<file path="src/rtl/window_scan_ctrl_pkg.sv">
// window_scan_pkg: shared state encoding and widths for window_scan_ctrl.
// BORDER exists only when WINDOW_SCAN_BORDER_EN is defined.
package window_scan_pkg;
   localparam int AW = 8;
   localparam int PW = 8;
   typedef enum logic [2:0] {
      IDLE,
      SCAN,
      DRAIN,
`ifdef WINDOW_SCAN_BORDER_EN
      BORDER,
`endif
      FIN
   } state_t;
endpackage

</file>
<file path="src/rtl/window_scan_ctrl_if.sv">
// window_scan_ctrl_if: start/filter-result inputs and memory read/write strobes of the scan controller.
interface window_scan_ctrl_if;
   import window_scan_pkg::*;
   logic start, res_valid, rd, wr, busy, done, err;
   logic [PW-1:0] res_pixel, cl_pixel;
   logic [AW-1:0] addr_row_r, addr_col_r, addr_row_w, addr_col_w;
   modport master (
      input  start, res_valid, res_pixel,
      output rd, addr_row_r, addr_col_r, wr, addr_row_w, addr_col_w, cl_pixel, busy, done, err
   );
   modport slave (
      output start, res_valid, res_pixel,
      input  rd, addr_row_r, addr_col_r, wr, addr_row_w, addr_col_w, cl_pixel, busy, done, err
   );
endinterface

</file>
<file path="src/rtl/window_scan_ctrl_res_fifo.sv">
// scan_res_fifo: small result queue; a push on a full queue is taken when a pop frees a slot that cycle.
module scan_res_fifo #(
   parameter int DEPTH = 2,
   parameter int W = 8
) (
   input  logic                       clk,
   input  logic                       rst,
   input  logic                       push,
   input  logic                       pop,
   input  logic [W-1:0]               din,
   output logic [W-1:0]               dout,
   output logic [$clog2(DEPTH+1)-1:0] count,
   output logic                       full,
   output logic                       empty
);
   localparam int PTR = DEPTH > 1 ? $clog2(DEPTH) : 1;
   localparam int CW = $clog2(DEPTH + 1);
   logic [W-1:0] mem [DEPTH];
   logic [PTR-1:0] rp, wp;
   logic do_push, do_pop;
   assign full = count == CW'(DEPTH);
   assign empty = count == '0;
   assign do_pop = pop && !empty;
   assign do_push = push && (!full || do_pop);
   assign dout = mem[rp];
   always_ff @(posedge clk) begin
      if (!rst) begin
         {rp, wp, count} <= '0;
      end else begin
         if (do_push) begin
            mem[wp] <= din;
            wp <= wp == PTR'(DEPTH - 1) ? '0 : wp + 1'b1;
         end
         if (do_pop) rp <= rp == PTR'(DEPTH - 1) ? '0 : rp + 1'b1;
         count <= count + CW'(do_push) - CW'(do_pop);
      end
   end
endmodule

</file>
<file path="src/rtl/window_scan_ctrl.sv">
// window_scan_ctrl: raster window-origin scanner with credit-limited reads and in-order result write-back.
// Defining WINDOW_SCAN_BORDER_EN adds a pass that writes 0 to the border pixels after the scan.
module window_scan_ctrl
   import window_scan_pkg::*;
#(
   parameter int IMG_H = 256,
   parameter int IMG_W = 256,
   parameter int CREDITS = 2
) (
   input logic clk,
   input logic rst,
   window_scan_ctrl_if.master bus
);
   localparam int CW = $clog2(CREDITS + 1);
   localparam logic [AW-1:0] RMAX = AW'(IMG_H - 3);
   localparam logic [AW-1:0] CMAX = AW'(IMG_W - 3);
   localparam bit HAS_ORG = IMG_H > 2 && IMG_W > 2;
   state_t state, state_n;
   logic [AW-1:0] rrow, rcol, wrow, wcol;
   logic [CW-1:0] outst, qcnt;
   logic [PW-1:0] q_dout;
   logic rem, issue, pop, accept, q_full, q_empty, last_r, last_w, bwr;
`ifdef WINDOW_SCAN_BORDER_EN
   localparam state_t POST_DRAIN = BORDER;
   localparam logic [AW-1:0] BCOL = AW'(IMG_W - 2);
   localparam logic [AW-1:0] BCOL0 = IMG_H > 2 ? BCOL : '0;
   logic [AW-1:0] brow, bcol;
   logic b_last;
   assign b_last = brow == AW'(IMG_H - 1) && bcol == AW'(IMG_W - 1);
   assign bwr = state == BORDER;
`else
   localparam state_t POST_DRAIN = FIN;
   assign bwr = 1'b0;
`endif
   // Draining queued results always wins over issuing a new read
   assign pop = !q_empty;
   assign last_r = rrow == RMAX && rcol == CMAX;
   assign last_w = wrow == RMAX && wcol == CMAX;
   assign issue = state == SCAN && q_empty && rem && outst + qcnt < CW'(CREDITS);
   assign accept = bus.res_valid && outst != '0 && (!q_full || pop);
   scan_res_fifo #(.DEPTH(CREDITS), .W(PW)) u_fifo (
      .clk(clk), .rst(rst), .push(accept), .pop(pop), .din(bus.res_pixel),
      .dout(q_dout), .count(qcnt), .full(q_full), .empty(q_empty)
   );
   always_comb begin
      state_n = state;
      case (state)
         IDLE:    state_n = bus.start ? SCAN : IDLE;
         SCAN:    state_n = (!rem || (issue && last_r)) ? DRAIN : SCAN;
         DRAIN:   state_n = (outst == '0 && q_empty) ? POST_DRAIN : DRAIN;
`ifdef WINDOW_SCAN_BORDER_EN
         BORDER:  state_n = b_last ? FIN : BORDER;
`endif
         FIN:     state_n = IDLE;
         default: state_n = IDLE;
      endcase
   end
   always_ff @(posedge clk) begin
      if (!rst) begin
         state <= IDLE;
         {rrow, rcol, wrow, wcol, outst, rem} <= '0;
         {bus.rd, bus.wr, bus.busy, bus.done, bus.err} <= '0;
         {bus.addr_row_r, bus.addr_col_r, bus.addr_row_w, bus.addr_col_w, bus.cl_pixel} <= '0;
`ifdef WINDOW_SCAN_BORDER_EN
         {brow, bcol} <= '0;
`endif
      end else begin
         state <= state_n;
         bus.rd <= issue;
         bus.wr <= pop || bwr;
         bus.busy <= state_n != IDLE;
         bus.done <= state == FIN;
         outst <= outst + CW'(issue) - CW'(accept);
         if (bus.res_valid && !accept) bus.err <= 1'b1;
         if (state == IDLE && bus.start) begin
            {rrow, rcol, wrow, wcol} <= '0;
            rem <= HAS_ORG;
         end
         if (issue) begin
            bus.addr_row_r <= rrow;
            bus.addr_col_r <= rcol;
            rem <= !last_r;
            if (!last_r) begin
               rcol <= rcol == CMAX ? '0 : rcol + 1'b1;
               rrow <= rcol == CMAX ? rrow + 1'b1 : rrow;
            end
         end
         if (pop) begin
            bus.addr_row_w <= wrow;
            bus.addr_col_w <= wcol;
            bus.cl_pixel <= q_dout;
            if (!last_w) begin
               wcol <= wcol == CMAX ? '0 : wcol + 1'b1;
               wrow <= wcol == CMAX ? wrow + 1'b1 : wrow;
            end
         end
`ifdef WINDOW_SCAN_BORDER_EN
         // Interior rows only carry the two rightmost columns; skip straight to them
         if (state == DRAIN) begin
            brow <= '0;
            bcol <= BCOL0;
         end
         if (bwr) begin
            bus.addr_row_w <= brow;
            bus.addr_col_w <= bcol;
            bus.cl_pixel <= '0;
            if (!b_last) begin
               bcol <= bcol == AW'(IMG_W - 1) ? (int'(brow) + 3 < IMG_H ? BCOL : '0) : bcol + 1'b1;
               brow <= bcol == AW'(IMG_W - 1) ? brow + 1'b1 : brow;
            end
         end
`endif
      end
   end
endmodule

</file>
<file path="src/flat_wrapper.sv">
// flat-port wrapper written by rule: the top's interface ports become plain ports
module window_scan_ctrl_flat import window_scan_pkg::*;
#(
   parameter int IMG_H = 256,
   parameter int IMG_W = 256,
   parameter int CREDITS = 2
)
  (clk, rst, bus_start, bus_res_valid, bus_res_pixel, bus_rd, bus_addr_row_r, bus_addr_col_r, bus_wr, bus_addr_row_w, bus_addr_col_w, bus_cl_pixel, bus_busy, bus_done, bus_err);
  window_scan_ctrl_if bus_i ();
  input logic clk;
  input logic rst;
  input wire logic [$bits(bus_i.start)-1:0] bus_start;
  input wire logic [$bits(bus_i.res_valid)-1:0] bus_res_valid;
  input wire logic [$bits(bus_i.res_pixel)-1:0] bus_res_pixel;
  output wire logic [$bits(bus_i.rd)-1:0] bus_rd;
  output wire logic [$bits(bus_i.addr_row_r)-1:0] bus_addr_row_r;
  output wire logic [$bits(bus_i.addr_col_r)-1:0] bus_addr_col_r;
  output wire logic [$bits(bus_i.wr)-1:0] bus_wr;
  output wire logic [$bits(bus_i.addr_row_w)-1:0] bus_addr_row_w;
  output wire logic [$bits(bus_i.addr_col_w)-1:0] bus_addr_col_w;
  output wire logic [$bits(bus_i.cl_pixel)-1:0] bus_cl_pixel;
  output wire logic [$bits(bus_i.busy)-1:0] bus_busy;
  output wire logic [$bits(bus_i.done)-1:0] bus_done;
  output wire logic [$bits(bus_i.err)-1:0] bus_err;
  assign bus_i.start = bus_start;
  assign bus_i.res_valid = bus_res_valid;
  assign bus_i.res_pixel = bus_res_pixel;
  assign bus_rd = bus_i.rd;
  assign bus_addr_row_r = bus_i.addr_row_r;
  assign bus_addr_col_r = bus_i.addr_col_r;
  assign bus_wr = bus_i.wr;
  assign bus_addr_row_w = bus_i.addr_row_w;
  assign bus_addr_col_w = bus_i.addr_col_w;
  assign bus_cl_pixel = bus_i.cl_pixel;
  assign bus_busy = bus_i.busy;
  assign bus_done = bus_i.done;
  assign bus_err = bus_i.err;
  window_scan_ctrl #(.IMG_H(IMG_H), .IMG_W(IMG_W), .CREDITS(CREDITS)) u_core (.clk(clk), .rst(rst), .bus(bus_i));
endmodule
</file>
<file path="config.mk">
export PLATFORM = sky130hd
export DESIGN_NAME = window_scan_ctrl_flat
export DESIGN_NICKNAME = d
export VERILOG_FILES = /design/src/rtl/window_scan_ctrl_pkg.sv /design/src/rtl/window_scan_ctrl_if.sv /design/src/rtl/window_scan_ctrl_res_fifo.sv /design/src/rtl/window_scan_ctrl.sv /design/src/flat_wrapper.sv
export SDC_FILE = /design/constraint.sdc
export NUM_CORES = 1
export LEC_CHECK = 0
export CORE_AREA = 2 2 90 92
export DETAILED_ROUTE_END_ITERATION = 12
export DIE_AREA = 0 0 92 94
export PLACE_DENSITY = 0.83
export SLEW_MARGIN = 15
export SYNTH_ARGS = -nofsm -noshare
export SYNTH_HDL_FRONTEND = slang
export SYNTH_SLANG_ARGS = --single-unit
export TNS_END_PERCENT = 50
</file>
<file path="constraint.sdc">
create_clock -name clk -period 3.35 [get_ports clk]
set_input_delay 0.5025 -clock clk [delete_from_list [all_inputs] [get_ports clk]]
set_output_delay 0.5025 -clock clk [all_outputs]
set_load 0.1 [all_outputs]
</file>
# Yosys cells after proc, flatten, opt, wreduce, memory -nomap -nowiden
# Memories as Yosys holds them, arrays and structs flattened. A register that Yosys moved wholly into a read port is not among the register bits.
# Cells that the tools add are included.
# op_classes
n_addsub	11
n_lt_le_gt_ge	1
n_eq_ne	9
mux	27
reduce_logical	28
# ops
op	n
$mux 8	16
$add 8x1->8 const B	4
$eq 8x8->1 const B	4
$logic_and 1x1->1	12
$mux 1	9
$pmux 3 s3	1
$logic_not 1->1	7
$eq 3x2->1 const B	2
$reduce_bool 3->1	2
$add 2x1->2	2
$logic_not 2->1	2
$reduce_bool 2->1	2
$sub 2x1->2	2
$eq 3x1->1 const B	1
$logic_not 3->1	1
$ne 3x3->1 const B	1
$add 1x1->1 const B	2
$add 2x2->2	1
$eq 2x2->1 const B	1
$logic_or 1x1->1	2
$lt 2x2->1 const B	1
$mux 2	1
# word_totals
register_bits	79
mem_bits_rw	16
input_bits	12
out_inout_bits	45
elab_cells	96
memories	1
# memory_table
name	words	width	read_ports	rd_ports_with_merged_regs	wr	line_no	text
u_core.u_fifo.mem	2	8	1	1	1	window_scan_ctrl_res_fifo.sv:18	logic [W-1:0] mem [DEPTH];

# Longest topological paths before layout
# depth
word_depth	9
depth_mapped	10
mapped_depth_nobuf	8

# Hierarchy
# Synthesis repeated with hierarchy kept, for this count alone.
# hier_totals
cells_unflattened	473
area_unflattened_um2	4405.5
# modules_own_cells
mod	n_inst	cells_per_inst	area_each_um2	seq_area_each_um2
window_scan_ctrl	1	417	3570.9	1641.6
scan_res_fifo	1	56	834.6	580.6

# Worst setup path before layout
# Ideal clock, no wire load.
# synth_timing
path_kind	input to register
from	input rst
to	memory u_core.u_fifo.mem[0][0], enable pin
setup_time_ns	0.383
t_arrival_ns	1.638
required_ns	2.967
path_slack_ns	1.329
path_stages	4
path_buffers	2
cell_sequence	inv_1 > clkbuf_1 > clkbuf_1 > nor3_1
# synth_via
elab_chain_len	2
# synth_rtl
item	line_no	text
from (decl)	flat_wrapper.sv:11	input logic rst;
$mux 1	window_scan_ctrl_res_fifo.sv:27	if (!rst) begin
$mux 1 (not written as such)	window_scan_ctrl_res_fifo.sv:31	mem[wp] <= din;
to (decl)	window_scan_ctrl_res_fifo.sv:18	
# No other way between the ends.

# Worst setup path in the final report
# layout_timing
from	register u_core.bus.cl_pixel[0], read port of u_core.u_fifo.mem
to	output bus_cl_pixel[0]
# layout_rtl
item	line_no	text
from (decl)	window_scan_ctrl_if.sv:9	output rd, addr_row_r, addr_col_r, wr, addr_row_w, addr_col_w, cl_pixel, busy, done, err
to (decl)	flat_wrapper.sv:21	output wire logic [$bits(bus_i.cl_pixel)-1:0] bus_cl_pixel;
# No word-level cell between the ends.

==> load_flow_metrics.sql <==
INSERT INTO impl_metrics (metric_group, metric, value, unit) VALUES
('drt', 'postRouteAntennaNets', '0', ''),
('floorplanning', 'pin_count', '57', ''),
('drt', 'wirelength', '10000', 'um'),
('floorplanning', 'fp.dieArea', '8650', 'sq um'),
('drt', 'via_per_inst', '6.03', ''),
('sta', 'timing.max_slew.rel_slack', '34.2', '%'),
('logic_synthesis', 'synth_cell_count_leaders', 'sky130_fd_sc_hd__nand2_1, sky130_fd_sc_hd__dfxtp_1, sky130_fd_sc_hd__a21oi_1', ''),
('logic_synthesis', 'synth_top_flop_cell', 'sky130_fd_sc_hd__dfxtp_1', ''),
('critical_path', 'worst_setup_path_class', 'register to output pin', ''),
('finish', 'finish.cell_count_without_fillers', '637', ''),
('clock_tree', 'cts_tree', 'built', ''),
('place', 'detailedPlacementHpwl', '6670', 'um'),
('finish', 'design.final.nets', '554', ''),
('run_status', 'run_status', 'complete, no violations', ''),
('place', 'placedCellCount', '621', ''),
('sta', 'final-hold-violation-count', '0', ''),
('logic_synthesis', 'synth-seq-cells', '102', ''),
('logic_synthesis', 'synthesis.instances', '484', ''),
('critical_path', 'slowest_stage', 'sky130_fd_sc_hd__clkdlybuf4s50_1', ''),
('clock_tree', 'clkLatencyLatePin', '0.38', 'ns'),
('grt', 'pin_count_of_the_biggest_net_entering_global_routing', '40', ''),
('grt', 'grt_util_all_layers', '24.0', '%'),
('critical_path', 'critPathMaxStageDelay', '1.15', 'ns'),
('sta', 'clock-skew-final', '0.00891', 'ns'),
('clock_tree', 'cts_resized', '0', ''),
('logic_synthesis', 'synth.top_cells.by_area', 'sky130_fd_sc_hd__dfxtp_1, sky130_fd_sc_hd__edfxtp_1, sky130_fd_sc_hd__nand2_1', ''),
('sta', 'finalSetupViolations', '0', ''),
('clock_tree', 'clk_root_buffer_cell', 'sky130_fd_sc_hd__clkbuf_8', ''),
('clock_tree', 'cts.htree.levels', '3', ''),
('logic_synthesis', 'synth_seq_area_share', '50.0', '%'),
('logic_synthesis', 'async_reset_ff_share', '0', '%'),
('logic_synthesis', 'cell_type_with_the_highest_aggregate_area_in_the_netlist', 'sky130_fd_sc_hd__dfxtp_1', ''),
('power_and_ir_drop', 'p_per_area', '654', 'nW/um^2'),
('clock_tree', 'clk_pin_slew_worst_paths', '0.10', 'ns'),
('sta', 'grt_setup_unrepaired', 'false', ''),
('grt', 'antenna_found_initial', '0', ''),
('clock_tree', 'cts_made_buffers', '9', ''),
('finish', 'layout-area-overhead-vs-synth', '18.5', '%'),
('grt', 'first_pass_grt_wire_length', '16800', 'um'),
('floorplanning', 'placementRows', '32', ''),
('drt', 'vias', '3838', ''),
('place', 'dp_slack', '1.02', 'ns'),
('clock_tree', 'clock_sinks', '102', ''),
('sta', 'final-max-slew-violation-count', '0', ''),
('logic_synthesis', 'area_fraction_of_the_dominant_cell_type_after_synthesis', '39.1', '%'),
('drt', 'dr.first_iter.drc_count', '361', ''),
('sta', 'tightest_slew', '0.984', 'ns'),
('sta', 'final.period_utilization', '71.3', '%'),
('job', 'number_of_max_cap_violations', '0', ''),
('clock_tree', 'holdBufCountCts', '0', ''),
('drt', 'drt-pass1-iter-count', '7', ''),
('critical_path', 'crit_fanout', '2', ''),
('finish', 'number_of_antenna_cells_inserted', '0', ''),
('min_path', 'hold_path.class', 'register to register', ''),
('critical_path', 'worst_ep_required_time', '2.85', 'ns'),
('critical_path', 'worst_setup_path_start_kind', 'register', ''),
('clock_tree', 'post-cts-setup-buffer-count', '0', ''),
('sta', 'fin_tns_setup', '0', 'ns'),
('logic_synthesis', 'syn_area_per_cell', '9.10', 'sq um'),
('critical_path', 'timing.critical_path.buf_inv', '1', ''),
('grt', 'globalRoute.totalOverflow', '0', ''),
('logic_synthesis', 'synthMostInstantiatedCell', 'sky130_fd_sc_hd__nand2_1', ''),
('sta', 'finalCriticalPeriod', '2.39', 'ns'),
('sta', 'fmax', '419', 'MHz'),
('floorplanning', 'coreArea', '7610', 'sq um'),
('critical_path', 'cp-end-kind', 'output pin', ''),
('place', 'routabilityCongestion', '0.860', ''),
('power_and_ir_drop', 'fin_total_pwr', '0.00341', 'W'),
('floorplanning', 'die_w', '92', 'um'),
('floorplanning', 'floorplan_die_height', '94', 'um'),
('logic_synthesis', 'synthesis.area', '4410', 'sq um');
where the power goes:
| part | internal (W) | switching (W) | total, W |
|---|---|---|---|
| clock network | 0.000364 | 0.000467 | 0.000831 |
| registers | 0.00136 | 0.000112 | 0.00147 |
| logic | 0.000309 | 0.000800 | 0.00111 |
per-layer routing:
metal  track usage [%]  wire, um  share of wire [%]
met2              39.6      4860                 49
met4              8.71       175                1.7
met1              31.2      4400                 44
met5                 0         0                  0
met3              5.38       563                5.6
kinds of logic (layout without fill, tap and decap cells):
kind of cell | Yosys count | after routing | share of synthesized area, %
buffers and inverters | 43 | 94 | 4.37
multiplexers | 8 | 8 | 1.82
XOR/XNOR | 7 | 7 | 1.39
flip-flops | 102 | 102 | 50.0
AO/OA/AOI/OAI | 130 | 130 | 18.9
AND/OR/NAND/NOR | 182 | 182 | 20.1
adder cells (fa/ha/maj) | 12 | 12 | 3.41
final timing paths:
path	start	endpoint	slack, ns	cells after the start
max	u_core.bus.cl_pixel[0]$_SDFFE_PN0P_	bus_cl_pixel[0]	0.96	1
min	u_core.bus.addr_col_w[2]$_SDFFE_PN0P_	u_core.bus.addr_col_w[2]$_SDFFE_PN0P_	0.46	2
max reg2reg	u_core.state[0]$_SDFF_PN0_	u_core.rrow[4]$_SDFFE_PN0P_	1.13	6
min reg2reg	u_core.bus.addr_col_w[2]$_SDFFE_PN0P_	u_core.bus.addr_col_w[2]$_SDFFE_PN0P_	0.46	2
layout by cell type, fill, tap and decap left out, types with 4 or more instances in the layout:
| master | count |
|---|---|
| sky130_fd_sc_hd__nand2_1 | 92 |
| sky130_fd_sc_hd__dfxtp_1 | 86 |
| sky130_fd_sc_hd__clkdlybuf4s50_1 | 56 |
| sky130_fd_sc_hd__a21oi_1 | 50 |
| sky130_fd_sc_hd__nor2_1 | 24 |
| sky130_fd_sc_hd__o21ai_0 | 17 |
| sky130_fd_sc_hd__edfxtp_1 | 16 |
| sky130_fd_sc_hd__inv_1 | 14 |
| sky130_fd_sc_hd__ha_1 | 12 |
| sky130_fd_sc_hd__a211oi_1 | 11 |
| sky130_fd_sc_hd__nor3_1 | 9 |
| sky130_fd_sc_hd__a31oi_1 | 9 |
| sky130_fd_sc_hd__nand3_1 | 9 |
| sky130_fd_sc_hd__clkbuf_8 | 9 |
| sky130_fd_sc_hd__and3_1 | 8 |
| sky130_fd_sc_hd__nand4_1 | 8 |
| sky130_fd_sc_hd__mux2i_1 | 8 |
| sky130_fd_sc_hd__o31ai_1 | 8 |
| sky130_fd_sc_hd__a311oi_1 | 8 |
| sky130_fd_sc_hd__buf_4 | 7 |
| sky130_fd_sc_hd__or3_1 | 6 |
| sky130_fd_sc_hd__and4_1 | 5 |
| sky130_fd_sc_hd__xnor2_1 | 4 |
| sky130_fd_sc_hd__and2_1 | 4 |
| sky130_fd_sc_hd__or4_1 | 4 |
final cells by class:
class / count / area, sq um
sequential: 102 / 2200
tap: 102 / 128
timing repair buffer: 63 / 613
clock inverter: 7 / 86.3
clock buffer: 9 / 124
multi-input combinational: 339 / 2010
fill: 612 / 2390
inverter: 15 / 56.3
registers in the layout, indices dropped and copies added, names as in the netlist, 2 cells and up:
| register | count |
|---|---|
| u_core.bus.cl_pixel | 8 |
| u_core.bus.addr_col_r | 8 |
| u_core.state | 2 |
| u_core.rrow | 8 |
| u_core.u_fifo.count | 2 |
| u_core.wcol | 8 |
| u_core.bus.addr_row_r | 8 |
| u_core.wrow | 8 |
| u_core.bus.addr_col_w | 8 |
| u_core.rcol | 8 |
| u_core.u_fifo.mem | 16 |
| u_core.bus.addr_row_w | 8 |
| u_core.outst | 2 |
worst register-to-register path: stages (launching register included):
cell                        delay (ns)
sky130_fd_sc_hd__dfxtp_1          0.47
sky130_fd_sc_hd__and4bb_2         0.30
sky130_fd_sc_hd__nand2_2          0.34
sky130_fd_sc_hd__inv_1            0.21
sky130_fd_sc_hd__buf_4            0.27
sky130_fd_sc_hd__nand2_1          0.18
sky130_fd_sc_hd__a2111oi_2        0.35
stage by stage:
stage / hold WS [ns] / cell area, sq um
detailed placement: 0.443 / 5010
global placement: 0.439 / 5010
floorplan: 0.458 / 4410
finish: 0.457 / 5220
global route: 0.480 / 5220
CTS: 0.458 / 5220
No activity file was read; power rests on OpenSTA's default activity.
